**src/rtl/data_memory_arbiter_pkg.sv**
```systemverilog
// Shared types and constants for the DataMemory arbiter slice.
package data_memory_pkg;

    localparam int unsigned DEFAULT_ADDR_WIDTH = 32;
    localparam int unsigned DEFAULT_DATA_WIDTH = 32;
    localparam int unsigned DEFAULT_DEPTH      = 32;

    localparam logic PORT_CORE   = 1'b0;
    localparam logic PORT_LOADER = 1'b1;

    typedef enum logic [1:0] {
        IDLE,
        ACCESS,
        RESP
    } state_t;

endpackage

```
**src/rtl/data_memory_arbiter_if.sv**
```systemverilog
// Requester-side bundle of the DataMemory arbiter: two request/grant/response ports.
interface data_memory_arbiter_if
    import data_memory_pkg::*;
#(
    parameter int unsigned ADDR_WIDTH = DEFAULT_ADDR_WIDTH,
    parameter int unsigned DATA_WIDTH = DEFAULT_DATA_WIDTH
);

    logic                  req0,   req1;
    logic                  we0,    we1;
    logic [ADDR_WIDTH-1:0] addr0,  addr1;
    logic [DATA_WIDTH-1:0] wdata0, wdata1;
    logic                  gnt0,   gnt1;
    logic                  rvalid0, rvalid1;
    logic [DATA_WIDTH-1:0] rdata0, rdata1;
    logic                  err0,   err1;

    modport master (
        output req0, req1, we0, we1, addr0, addr1, wdata0, wdata1,
        input  gnt0, gnt1, rvalid0, rvalid1, rdata0, rdata1, err0, err1
    );

    modport slave (
        input  req0, req1, we0, we1, addr0, addr1, wdata0, wdata1,
        output gnt0, gnt1, rvalid0, rvalid1, rdata0, rdata1, err0, err1
    );

endinterface

```
**src/rtl/data_memory_arbiter_rr.sv**
```systemverilog
// Two-way round-robin pick: a lone requester wins, a tie goes to the port not granted last.
module rr_arbiter2 (
    input  logic req0,
    input  logic req1,
    input  logic lastGrant,
    output logic grantId,
    output logic grantValid
);

    always_comb begin
        grantValid = req0 | req1;
        if (req0 && req1) begin
            grantId = ~lastGrant;
        end else begin
            grantId = req1;
        end
    end

endmodule

```
**src/rtl/data_memory_arbiter.sv**
```systemverilog
// Round-robin sharing of single-port DataMemory between core (port 0) and loader (port 1).
// Optional address range check enabled by defining DMARB_BOUNDS_CHECK_EN.
module data_memory_arbiter
    import data_memory_pkg::*;
#(
    parameter int unsigned ADDR_WIDTH = DEFAULT_ADDR_WIDTH,
    parameter int unsigned DATA_WIDTH = DEFAULT_DATA_WIDTH,
    parameter int unsigned DEPTH      = DEFAULT_DEPTH
) (
    input  logic                  clock,
    input  logic                  reset,
    data_memory_arbiter_if.slave  bus,
    output logic [ADDR_WIDTH-1:0] memAddress,
    output logic [DATA_WIDTH-1:0] memWriteData,
    output logic                  memWrite,
    output logic                  memRead,
    input  logic [DATA_WIDTH-1:0] memReadData
);

`ifdef DMARB_BOUNDS_CHECK_EN
    localparam logic BOUNDS_EN = 1'b1;
`else
    localparam logic BOUNDS_EN = 1'b0;
`endif

    localparam logic [ADDR_WIDTH-1:0] DEPTH_LIMIT = ADDR_WIDTH'(DEPTH);

    state_t                state;
    logic                  last_grant;
    logic                  owner;
    logic                  cmd_we;
    logic                  cmd_oob;
    logic                  grant_id;
    logic                  grant_valid;
    logic                  sel_we;
    logic                  sel_oob;
    logic [ADDR_WIDTH-1:0] sel_addr;
    logic [DATA_WIDTH-1:0] sel_wdata;

    rr_arbiter2 u_rr (
        .req0       (bus.req0),
        .req1       (bus.req1),
        .lastGrant  (last_grant),
        .grantId    (grant_id),
        .grantValid (grant_valid)
    );

    always_comb begin
        sel_we    = (grant_id == PORT_LOADER) ? bus.we1    : bus.we0;
        sel_addr  = (grant_id == PORT_LOADER) ? bus.addr1  : bus.addr0;
        sel_wdata = (grant_id == PORT_LOADER) ? bus.wdata1 : bus.wdata0;
        sel_oob   = BOUNDS_EN && (sel_addr >= DEPTH_LIMIT);
    end

    // Memory strobes are registered at capture so they are live exactly for the ACCESS cycle
    // and fall asynchronously with reset.
    always_ff @(posedge clock or negedge reset) begin
        if (!reset) begin
            state        <= IDLE;
            last_grant   <= PORT_LOADER;
            owner        <= PORT_CORE;
            cmd_we       <= 1'b0;
            cmd_oob      <= 1'b0;
            memAddress   <= '0;
            memWriteData <= '0;
            memWrite     <= 1'b0;
            memRead      <= 1'b0;
            bus.gnt0     <= 1'b0;
            bus.gnt1     <= 1'b0;
            bus.rvalid0  <= 1'b0;
            bus.rvalid1  <= 1'b0;
            bus.err0     <= 1'b0;
            bus.err1     <= 1'b0;
            bus.rdata0   <= '0;
            bus.rdata1   <= '0;
        end else begin
            bus.gnt0    <= 1'b0;
            bus.gnt1    <= 1'b0;
            bus.rvalid0 <= 1'b0;
            bus.rvalid1 <= 1'b0;
            bus.err0    <= 1'b0;
            bus.err1    <= 1'b0;
            case (state)
                IDLE: begin
                    if (grant_valid) begin
                        owner        <= grant_id;
                        last_grant   <= grant_id;
                        cmd_we       <= sel_we;
                        cmd_oob      <= sel_oob;
                        memAddress   <= sel_addr;
                        memWriteData <= sel_wdata;
                        memWrite     <= sel_we && !sel_oob;
                        memRead      <= !sel_we && !sel_oob;
                        bus.gnt0     <= (grant_id == PORT_CORE);
                        bus.gnt1     <= (grant_id == PORT_LOADER);
                        state        <= ACCESS;
                    end
                end
                ACCESS: begin
                    memAddress   <= '0;
                    memWriteData <= '0;
                    memWrite     <= 1'b0;
                    memRead      <= 1'b0;
                    if (owner == PORT_CORE) begin
                        bus.rvalid0 <= 1'b1;
                        bus.err0    <= cmd_oob;
                        if (!cmd_we) bus.rdata0 <= cmd_oob ? '0 : memReadData;
                    end else begin
                        bus.rvalid1 <= 1'b1;
                        bus.err1    <= cmd_oob;
                        if (!cmd_we) bus.rdata1 <= cmd_oob ? '0 : memReadData;
                    end
                    state <= RESP;
                end
                RESP: begin
                    state <= IDLE;
                end
                default: begin
                    state <= IDLE;
                end
            endcase
        end
    end

endmodule

```
**src/flat_wrapper.sv**
```systemverilog
// flat-port wrapper written by rule: the top's interface ports become plain ports
module data_memory_arbiter_flat import data_memory_pkg::*;
#(
    parameter int unsigned ADDR_WIDTH = DEFAULT_ADDR_WIDTH,
    parameter int unsigned DATA_WIDTH = DEFAULT_DATA_WIDTH,
    parameter int unsigned DEPTH      = DEFAULT_DEPTH
)
  (clock, reset, memAddress, memWriteData, memWrite, memRead, memReadData, bus_req0, bus_req1, bus_we0, bus_we1, bus_addr0, bus_addr1, bus_wdata0, bus_wdata1, bus_gnt0, bus_gnt1, bus_rvalid0, bus_rvalid1, bus_rdata0, bus_rdata1, bus_err0, bus_err1);
  data_memory_arbiter_if #(.ADDR_WIDTH(ADDR_WIDTH), .DATA_WIDTH(DATA_WIDTH)) bus_i ();
  input  logic clock;
  input  logic reset;
  output logic [ADDR_WIDTH-1:0] memAddress;
  output logic [DATA_WIDTH-1:0] memWriteData;
  output logic memWrite;
  output logic memRead;
  input  logic [DATA_WIDTH-1:0] memReadData;
  input wire logic [$bits(bus_i.req0)-1:0] bus_req0;
  input wire logic [$bits(bus_i.req1)-1:0] bus_req1;
  input wire logic [$bits(bus_i.we0)-1:0] bus_we0;
  input wire logic [$bits(bus_i.we1)-1:0] bus_we1;
  input wire logic [$bits(bus_i.addr0)-1:0] bus_addr0;
  input wire logic [$bits(bus_i.addr1)-1:0] bus_addr1;
  input wire logic [$bits(bus_i.wdata0)-1:0] bus_wdata0;
  input wire logic [$bits(bus_i.wdata1)-1:0] bus_wdata1;
  output wire logic [$bits(bus_i.gnt0)-1:0] bus_gnt0;
  output wire logic [$bits(bus_i.gnt1)-1:0] bus_gnt1;
  output wire logic [$bits(bus_i.rvalid0)-1:0] bus_rvalid0;
  output wire logic [$bits(bus_i.rvalid1)-1:0] bus_rvalid1;
  output wire logic [$bits(bus_i.rdata0)-1:0] bus_rdata0;
  output wire logic [$bits(bus_i.rdata1)-1:0] bus_rdata1;
  output wire logic [$bits(bus_i.err0)-1:0] bus_err0;
  output wire logic [$bits(bus_i.err1)-1:0] bus_err1;
  assign bus_i.req0 = bus_req0;
  assign bus_i.req1 = bus_req1;
  assign bus_i.we0 = bus_we0;
  assign bus_i.we1 = bus_we1;
  assign bus_i.addr0 = bus_addr0;
  assign bus_i.addr1 = bus_addr1;
  assign bus_i.wdata0 = bus_wdata0;
  assign bus_i.wdata1 = bus_wdata1;
  assign bus_gnt0 = bus_i.gnt0;
  assign bus_gnt1 = bus_i.gnt1;
  assign bus_rvalid0 = bus_i.rvalid0;
  assign bus_rvalid1 = bus_i.rvalid1;
  assign bus_rdata0 = bus_i.rdata0;
  assign bus_rdata1 = bus_i.rdata1;
  assign bus_err0 = bus_i.err0;
  assign bus_err1 = bus_i.err1;
  data_memory_arbiter #(.ADDR_WIDTH(ADDR_WIDTH), .DATA_WIDTH(DATA_WIDTH), .DEPTH(DEPTH)) u_core (.clock(clock), .reset(reset), .bus(bus_i), .memAddress(memAddress), .memWriteData(memWriteData), .memWrite(memWrite), .memRead(memRead), .memReadData(memReadData));
endmodule
```
**config.mk**
```make
export PLATFORM = sky130hd
export DESIGN_NAME = data_memory_arbiter_flat
export DESIGN_NICKNAME = d
export VERILOG_FILES = /design/src/rtl/data_memory_arbiter_pkg.sv /design/src/rtl/data_memory_arbiter_if.sv /design/src/rtl/data_memory_arbiter_rr.sv /design/src/rtl/data_memory_arbiter.sv /design/src/flat_wrapper.sv
export SDC_FILE = /design/constraint.sdc
export NUM_CORES = 1
export LEC_CHECK = 0
export CORE_ASPECT_RATIO = 0.5
export CORE_UTILIZATION = 40
export CTS_BUF_LIST = sky130_fd_sc_hd__clkbuf_8
export CTS_CLUSTER_DIAMETER = 40
export CTS_CLUSTER_SIZE = 10
export DETAILED_ROUTE_END_ITERATION = 10
export DONT_BUFFER_PORTS = 1
export SLEW_MARGIN = 30
export SYNTH_ARGS = -nofsm -noshare
export SYNTH_HDL_FRONTEND = slang
export SYNTH_SLANG_ARGS = --single-unit
```
**constraint.sdc**
```tcl
create_clock -name clock -period 3.9 [get_ports clock]
set_input_delay 0.78 -clock clock [delete_from_list [all_inputs] [get_ports clock]]
set_output_delay 0.78 -clock clock [all_outputs]
set_load 0.03 [all_outputs]
```
==> qor.yml <==
sta:
  setup_tns_ns: 0
  clock-skew-final_ns: 0.01662
  final_period_util_pct: 47.34
  fin_hold_ws_ns: 0.06014
  max_slew.worst_pin.slew_ns: 0.7418
  finalSetupViolations: 0
  achievable-frequency_ghz: 0.5416
  slew_violations: 0
  hold_viol: 0
  final_period_minus_worst_setup_slack_ns: 1.846
  rsz0062_at_grt: "false"
  timing.max_slew.rel_slack_pct: 50.42
grt:
  grt_antenna_before_repair: 1
  grt_max_degree: 140
  grt-ovfl-total: 0
  grt_pass1_wl_mm: 19.47
  grt_pass1_vias: 3562
  grt_use_total_pct: 17.51
clocking:
  insertion_delay_ns: 0.42
  cts_setup_buffers: 0
  total_clock_buffers_created_by_cts: 17
  clkSinkCount: 139
  post_cts_resized: 0
  cts_tree: "built"
  clkSlewWorstSetupHoldPaths_ns: 0.08
  clock_tree.buffer_depth: 2
  clock_tree.root_cell: "clkbuf_8"
  clock_tree.htree_level_count: 4
floorplan:
  fp.coreArea_sq_mm: 0.01363
  rows: 30
  dieArea_sq_mm: 0.01452
  die_y_microns: 85.72
  top_level_ports: 302
  initial_core_util_pct: 41.15
  dieWidth_microns: 169.4
setup_path:
  worstReg2RegStart: "u_core.state[1]$_DFFE_PN0P_"
  critPathArrivalTime_ns: 2.14
  critical_path.max_stage_delay_ns: 0.42
  timing.critical_path.required_ns: 4.20
  crit_chain: "nand2b_1 -> nor3b_4 -> buf_4 -> mux2_2"
  crit_slowest_cell: "dfrtp_1"
  critical-path-top-delay-family: "simple AND/OR/NAND/NOR gates"
  rr_worst_depth: 4
  worstSetupPathType: "register to register"
  worstReg2RegEnd: "u_core.bus.rdata1[30]$_DFFE_PN0P_"
  crit_buf_inv: 1
  cp_max_fo: 32
  r2r_setup_slack_ns: 2.05
  critPathLaunchType: "register"
  timing.critical_path.to_type: "register"
logic_synthesis:
  yosys.area.top_type_share_pct: 61.59
  synthesis.area_per_instance_sq_um: 14.30
  synth_seq_cells: 139
  leading_cell_types_by_total_area_after_synthesis: "dfrtp_1 62%, mux2_2 12%, a221o_1 11%"
  post_synthesis_cell_area_sq_mm: 0.005607
  yosysWarnings: 0
  netlist-cell-type-count: 26
  synth.yosys.seq_area_share_pct: 62.06
  number_of_standard_cells_after_synthesis: 392
  yosysTopAreaCell: "dfrtp_1"
drt:
  detail-route-antenna-nets: 0
  detail_route.vias_per_cell: 5.862
  total_via_count_in_the_routed_design: 3447
  detailedRoute.firstPassIterationCount: 7
  dr.first_iter.drc_count: 136
  drt_wl_total_mm: 12.81
  routedWlPerCell_microns: 21.79
  detail_route.drc_violations: 0
flow_run:
  max_cap_viol_count: 0
power_and_ir_drop:
  power.density_cell_area_mw_per_mm2: 1099
  cellLeakagePower_nw: 2.939
  power.ir.vdd_worst_v: 0.0003441
placed_design:
  globalplace.congestion: 0.6994
  dp_hpwl_mm: 8.797
  port-buffer-count: 0
final_layout:
  area.growth.synth_to_final_pct: 11.29
  finalNetCount: 549
  final_common_cell: "dfrtp_1"
  layout_common_cells: "138 x dfrtp_1, 64 x and3_1, 64 x a221o_1"
  final_layout_size_suffix_gt1_share_pct: 27.09
status:
  outcome: "finished clean"
min_path:
  timing.hold.worst.class: "input pin to asynchronous set/reset pin"
==> where the power goes <==
part	switching, mW	internal, mW
clock	0.560	0.803
combinational	0.653	0.757
sequential	1.95	2.14
total	3.16	3.70
==> timing repair <==
action,4_1_cts,5_1_grt
endpoints found under the setup margin,0,0
endpoints found under the hold margin,0,13
hold buffers,0,1
==> through the flow <==
| stage | setup WS, ns | cells | util, % | power [mW] | cell area (sq um) |
|---|---|---|---|---|---|
| final | 2.054 | 588 | 45.79 | 6.856 | 6240 |
| after global routing | 1.964 | 588 | 45.79 | 7.179 | 6240 |
| after global placement | 1.608 | 554 | 42.01 | 5.406 | 5724 |
| after detailed placement | 1.690 | 555 | 42.24 | 5.536 | 5756 |
| after floorplan | 2.101 | 393 | - | 5.102 | 5610 |
| after CTS | 2.055 | 586 | 45.70 | 6.916 | 6227 |
==> worst max path at each step <==
stage,cells after the start,end,start,slack [ns]
finish,4,u_core.bus.rdata1[30]$_DFFE_PN0P_,u_core.state[1]$_DFFE_PN0P_,2.05
detailed placement,4,u_core.memWriteData[15]$_DFFE_PN0P_,bus_req1,1.69
floorplan,5,u_core.memAddress[0]$_DFFE_PN0P_,bus_req1,2.10
CTS,4,u_core.bus.rdata1[30]$_DFFE_PN0P_,u_core.state[1]$_DFFE_PN0P_,2.06
global route,4,u_core.bus.rdata1[20]$_DFFE_PN0P_,u_core.state[1]$_DFFE_PN0P_,1.96
global placement,3,u_core.memRead$_DFFE_PN0P_,bus_req1,1.61
==> worst reg2reg max path, delay by kind of cell, from the launching register on <==
family | cells | cell delay [ns]
and+or+nand+nor | 2 | 0.49
muxes | 1 | 0.44
DFF | 1 | 0.42
buffers and inverters | 1 | 0.39
==> flip-flops by register name, indices dropped and copies added, names as in the netlist <==
register / cells
u_core.bus.rdata0: 32
u_core.last_grant: 1
u_core.bus.rvalid0: 1
u_core.memWrite: 1
u_core.cmd_we: 1
u_core.owner: 1
u_core.bus.rdata1: 32
u_core.state: 2
u_core.bus.gnt0: 1
u_core.memAddress: 32
u_core.bus.gnt1: 1
u_core.memRead: 1
u_core.bus.rvalid1: 1
u_core.memWriteData: 32
==> cell families (layout without fill, tap and decap cells) <==
logic type,Yosys count,in the layout,share of synthesized area (%)
DFF,139,139,62.06
and+or+nand+nor,77,77,8.704
AOI/OAI and AO/OA,73,73,12.65
muxes,64,64,12.85
buffers and inverters,38,40,3.660
other,1,3,0.06689
==> cells in the mapped netlist <==
master / instances
o21bai_1: 1
a221o_1: 64
nand2_1: 2
nand2b_1: 3
buf_2: 14
nor2_1: 2
nor3b_4: 1
mux2_2: 62
conb_1: 1
and2_1: 2
a21oi_1: 2
buf_6: 3
inv_1: 2
buf_4: 6
and3_1: 65
a21o_1: 2
nor3_2: 1
clkbuf_1: 13
a31oi_1: 1
dfstp_2: 1
a21boi_2: 1
or2_2: 1
dfrtp_1: 138
a311oi_1: 1
a32o_1: 1
mux2_1: 2
==> area by class of cell <==
class | count | area (sq um)
fillers | 1228 | 7386
diodes | 1 | 2.502
repair buffers | 7 | 75.07
multi-input cells | 216 | 1963
clock inverters | 12 | 210.2
inverters | 2 | 7.507
well taps | 192 | 240.2
clock buffers | 19 | 261.5
flip-flops and latches | 139 | 3480
==> routing by layer <==
layer	routed length, microns	share of wire (%)	track usage (%)
met5	0	0	0
met4	233	1.8	8.108
met3	821	6.4	5.030
met2	6668	52	30.34
met1	5089	40	20.36
No activity file was read; power rests on OpenSTA's default activity.
